### config.mk
export PLATFORM = sky130hd
export DESIGN_NAME = kzr_sample_fifo
export DESIGN_NICKNAME = d
export VERILOG_FILES = /design/src/rtl/kzr_sample_fifo.sv
export SDC_FILE = /design/constraint.sdc
export NUM_CORES = 1
export LEC_CHECK = 0
export BUFFER_PORTS_ARGS = -buffer_cell sky130_fd_sc_hd__buf_2
export CORE_MARGIN = 2
export CORE_UTILIZATION = 40
export CTS_CLUSTER_SIZE = 24
export DETAILED_ROUTE_END_ITERATION = 16
export SYNTH_ARGS = -nofsm -noshare
export SYNTH_HDL_FRONTEND = slang
export SYNTH_SLANG_ARGS = --single-unit
### constraint.sdc
create_clock -name clk -period 3.2 [get_ports clk]
set_clock_uncertainty 0.1 [all_clocks]
set_input_delay 0.48 -clock clk [delete_from_list [all_inputs] [get_ports clk]]
set_output_delay 0.48 -clock clk [all_outputs]
set_load 0.01 [all_outputs]
### src/rtl/kzr_sample_fifo.sv
// kzr_sample_fifo
// Small synchronous FIFO sitting behind the XOR-gate stage. It captures
// 3-bit samples ([0:2], bit 0 is the MSB) on a valid/ready handshake and
// presents the head word with its parity. Alongside the data path it keeps
// a saturating count of the ones seen in accepted samples, plus a sticky
// flag recording that upstream ever offered a word while the FIFO was full.
// Every handshake output is a function of registered state only, so the
// FIFO breaks the timing path between source and sink.

module kzr_sample_fifo #(
   parameter int DEPTH = 4,
   parameter int CNT_W = 8
) (
   input  logic                     clk,
   input  logic                     rst_n,
   input  logic                     clr,
   input  logic [0:2]               in_vec,
   input  logic                     in_valid,
   output logic                     in_ready,
   output logic [0:2]               out_word,
   output logic                     out_parity,
   output logic                     out_valid,
   input  logic                     out_ready,
   output logic [$clog2(DEPTH):0]   level,
   output logic [CNT_W-1:0]         ones_cnt,
   output logic                     stall_seen
);

   localparam int PTR_W = $clog2(DEPTH);
   localparam int LVL_W = PTR_W + 1;
   localparam logic [LVL_W-1:0] FULL_LEVEL = LVL_W'(DEPTH);

   logic [0:2]       mem [DEPTH];
   logic [PTR_W-1:0] wr_ptr;
   logic [PTR_W-1:0] rd_ptr;

   logic             full;
   logic             empty;
   logic             push;
   logic             pop;

   logic [1:0]       in_ones;
   logic [CNT_W:0]   cnt_sum;
   logic [CNT_W-1:0] cnt_next;

   // Status flags come straight from the occupancy register, so in_ready
   // and out_valid never depend on the current cycle's handshake inputs.
   assign full      = (level == FULL_LEVEL);
   assign empty     = (level == '0);
   assign in_ready  = !full;
   assign out_valid = !empty;

   assign push = in_valid && in_ready;
   assign pop  = out_valid && out_ready;

   // The head word is forced to zero when nothing is stored, so a stale
   // array entry is never visible on the output.
   assign out_word   = empty ? 3'b000 : mem[rd_ptr];
   assign out_parity = ^out_word;

   // Popcount of the incoming sample and the widened sum used for
   // saturation detection; the extra top bit flags overflow.
   assign in_ones  = {1'b0, in_vec[0]} + {1'b0, in_vec[1]} + {1'b0, in_vec[2]};
   assign cnt_sum  = {1'b0, ones_cnt} + {{(CNT_W-1){1'b0}}, in_ones};
   assign cnt_next = cnt_sum[CNT_W] ? {CNT_W{1'b1}} : cnt_sum[CNT_W-1:0];

   // Storage array: written on an accepted push, deliberately not reset.
   always_ff @(posedge clk) begin
      if (push && !clr) begin
         mem[wr_ptr] <= in_vec;
      end
   end

   // Write and read pointers wrap naturally at DEPTH (power of two).
   always_ff @(posedge clk or negedge rst_n) begin
      if (!rst_n) begin
         wr_ptr <= '0;
         rd_ptr <= '0;
      end else if (clr) begin
         wr_ptr <= '0;
         rd_ptr <= '0;
      end else begin
         if (push) begin
            wr_ptr <= wr_ptr + PTR_W'(1);
         end
         if (pop) begin
            rd_ptr <= rd_ptr + PTR_W'(1);
         end
      end
   end

   // Occupancy: up on push alone, down on pop alone, held when both or neither.
   always_ff @(posedge clk or negedge rst_n) begin
      if (!rst_n) begin
         level <= '0;
      end else if (clr) begin
         level <= '0;
      end else begin
         case ({push, pop})
            2'b10:   level <= level + LVL_W'(1);
            2'b01:   level <= level - LVL_W'(1);
            default: level <= level;
         endcase
      end
   end

   // Saturating count of ones over accepted samples.
   always_ff @(posedge clk or negedge rst_n) begin
      if (!rst_n) begin
         ones_cnt <= '0;
      end else if (clr) begin
         ones_cnt <= '0;
      end else if (push) begin
         ones_cnt <= cnt_next;
      end
   end

   // Sticky record of upstream offering a word while the FIFO was full.
   always_ff @(posedge clk or negedge rst_n) begin
      if (!rst_n) begin
         stall_seen <= 1'b0;
      end else if (clr) begin
         stall_seen <= 1'b0;
      end else if (in_valid && full) begin
         stall_seen <= 1'b1;
      end
   end

endmodule

==> flow_metrics.tcl <==
set metrics [dict create \
    fmax_mhz 420.2 \
    wl_met2_um 1405 \
    first_pass_iters 4 \
    critPathMaxStageDelay_ns 0.46 \
    seqPwrFrac_pct 41.2 \
    die_area_um2 4400 \
    synth-seq-cells 28 \
    detail-route-antenna-nets 0 \
    tritoncts "done" \
    numCtsBuffers 3 \
    worstPathCellList "fa_1 > ha_1 > fa_1 > nand4_1 > nor2_1 > nor2_1 > a311oi_1" \
    period_needed_ns 2.380 \
    status "finished, violations left" \
    synth_most_common_cell "dfrtp_1" \
    drive_gt1_share_pct 27.92 \
    cp-end-kind "flop" \
    tns_ns 0 \
    n_antenna_cell 0 \
    avgRoutedWirePerCell_um 14.26 \
    synth_nets 145 \
    insertion_delay_ns 0.28 \
    critPathBufInv 0 \
    clock_power_share_pct 22.8 \
    post-dp-hpwl_um 2256 \
    vias 1054 \
    syn_to_final_growth_pct 15.06 \
    synth.area.top_cells "dfrtp_1 (26%), edfxtp_1 (23%), mux4_2 (5.8%), ha_1 (4.8%), fa_1 (3.9%)" \
    p_sw_w 0.0004092 \
    grt_pass1_wl_um 4864 \
    period_share_pct 74.37 \
    whs_ns -0.001435 \
    synth_common_cells "dfrtp_1 (16), nor2_1 (15), edfxtp_1 (12)" \
    grt_util_all_layers_pct 14.54 \
    grt_pass1_vias 1036 \
    worst_setup_path_start_kind "flop" \
    synthDistinctLibCells 40 \
    gp_congestion 0.8095 \
    htreeDepth 1 \
    setup_violations 0 \
    highest_layer "met4" \
    start_util_pct 42.13 \
    m1WireLength_um 1303 \
    cp.required_ns 3.25 \
    cts_root_buf "clkbuf_8" \
    viasPerCell 5.218 \
    cts_sinks 28 \
    io_buffers 25 \
    violations "hold timing" \
    core_um2 3689 \
    wl_met3_um 138 \
    cts_setup_buffers 0 \
    synth_area_per_cell_um2 12.14 \
    drt_wl_total_um 2881 \
    cts_resized 0 \
    p_per_area_nw_per_um2 674.6 \
    p_leak_nw 0.7498 \
    async_flop_share_pct 57.14 \
    crit_family "adder cells" \
    final_nets 172 \
    crit_slowest_cell "fa_1" \
    clk_pin_slew_ns 0.10 \
    netlist_instances 128 \
    power.internal_w 0.0007970 \
    rsz0062_at_grt "false" \
    worstMarginPinSlew_ns 0.5360 \
    drtIter0Drc 38 \
    nFillCells 352 \
    syn_area_um2 1554 \
    synth_top_area_share_pct 25.76 \
    synth.largest_area_cell "dfrtp_1" \
    maxSlewHeadroom_pct 63.99 \
    synth_edf_count 12 \
    crit_fanout 5 \
    sw_frac_of_total_pct 33.93 \
    holdCritPathClass "in -> async" \
    drv_slew 0 \
    grt-ovfl-total 0 \
    num_io_pins 26 \
    p_comb_share_pct 35.9 \
    cts_hold_buffers 0 \
    die_x_um 66.33 \
    ir_worst_vdd_uv 221.6 \
    finalHoldViolCount 4 \
    finalCoreUtilization_pct 48.47 \
    yosys_warnings 0 \
    drc 0 \
    arrival_ns 2.43 \
    grt_max_degree 20 \
    ys.flop_type "dfrtp_1" \
    antenna_found_initial 0 \
    rows 22 \
    die_h_um 66.33 \
    worstSetupPathType "reg -> reg" \
    ys_seq_area_share_pct 48.95 \
    maxCapViolCount 0 \
    clockBufferDepth 2 \
]
-- flip-flops by register name (all words and copies together) (netlist names) --
register,count
level,3
mem,12
rd_ptr,2
stall_seen,1
ones_cnt,8
wr_ptr,2
-- final timing paths --
kind | start | end | slack (ns) | cells after the start
setup / recovery | ones_cnt[0] | ones_cnt[3] | 0.82 | 7
hold / removal | rst_n | level[2] | -0.001 | 1
setup reg to reg | ones_cnt[0] | ones_cnt[3] | 0.82 | 7
hold reg to reg | stall_seen | stall_seen | 0.40 | 2
max in group asynchronous | rst_n | wr_ptr[1] | 2.72 | 1
min in group clk | in_vec[0] | mem[0][2] | 0.36 | 1
-- layout by cell type, fill, tap and decap left out, drive strengths merged, types with 2 or more instances in the layout --
cell type   n
nand2b      3
buf        25
xnor2       4
nor3        2
mux2i       3
nand2       4
a211oi      2
xor2        4
nand4       2
ha          6
nor2b       4
edfxtp     12
inv         8
mux4        4
clkbuf      3
a21oi       9
and2        5
nand3       4
nor2       15
a311oi      3
dfrtp      16
fa          3
-- metal layers --
metal  vias up  global-route usage (%)
met5         -                       0
met4         0                   5.102
met3         4                   2.555
met2        23                   23.38
met1       515                   19.74
li1        512                       -
-- cells by family after synthesis --
kind of cell               after synthesis  share of synthesized area [%]
AOI/OAI and AO/OA                       19                          8.938
xor gates and xnor gates                 8                          4.508
adders and majority gates                9                          8.696
buffers and inverters                   11                          3.382
DFF                                     28                          48.95
muxes                                    8                          8.454
and+or+nand+nor                         45                          17.07
-- per-stage QoR --
| step | instance area [um2] | worst slack, ns | hold WS [ns] | power, W | cells |
|---|---|---|---|---|---|
| after floorplan | 1554 | 0.8352 | 0.08441 | 0.0008085 | 128 |
| after global placement | 1717 | 0.6122 | 0.3150 | 0.0009295 | 198 |
| after detailed placement | 1717 | 0.5687 | 0.3191 | 0.0009468 | 198 |
| after CTS | 1788 | 0.8076 | 0.01021 | 0.001225 | 202 |
| after global routing | 1788 | 0.6974 | 0.01837 | 0.001297 | 202 |
| final | 1788 | 0.8203 | -0.001435 | 0.001206 | 202 |
-- power groups by stage --
stage | clock [W] | sequential [W] | combinational (W)
finish | 0.000276 | 0.000497 | 0.000433
global route | 0.000302 | 0.000506 | 0.000489
CTS | 0.000284 | 0.000499 | 0.000442
detailed placement | 0 | 0.000506 | 0.000441
global placement | 0 | 0.000503 | 0.000426
floorplan | 0 | 0.000503 | 0.000306
-- area by class of cell --
| cell class | count | area [um2] | share of cell area, % |
|---|---|---|---|
| inverters | 8 | 30.03 | 1.680 |
| flip-flops and latches | 28 | 760.7 | 42.55 |
| repair buffers | 25 | 125.1 | 6.998 |
| multi-input cells | 89 | 740.7 | 41.43 |
| clock inverters | 1 | 30.03 | 1.680 |
| clock buffers | 3 | 41.29 | 2.309 |
| well taps | 48 | 60.06 | 3.359 |
Power figures use the tool's default switching activity.
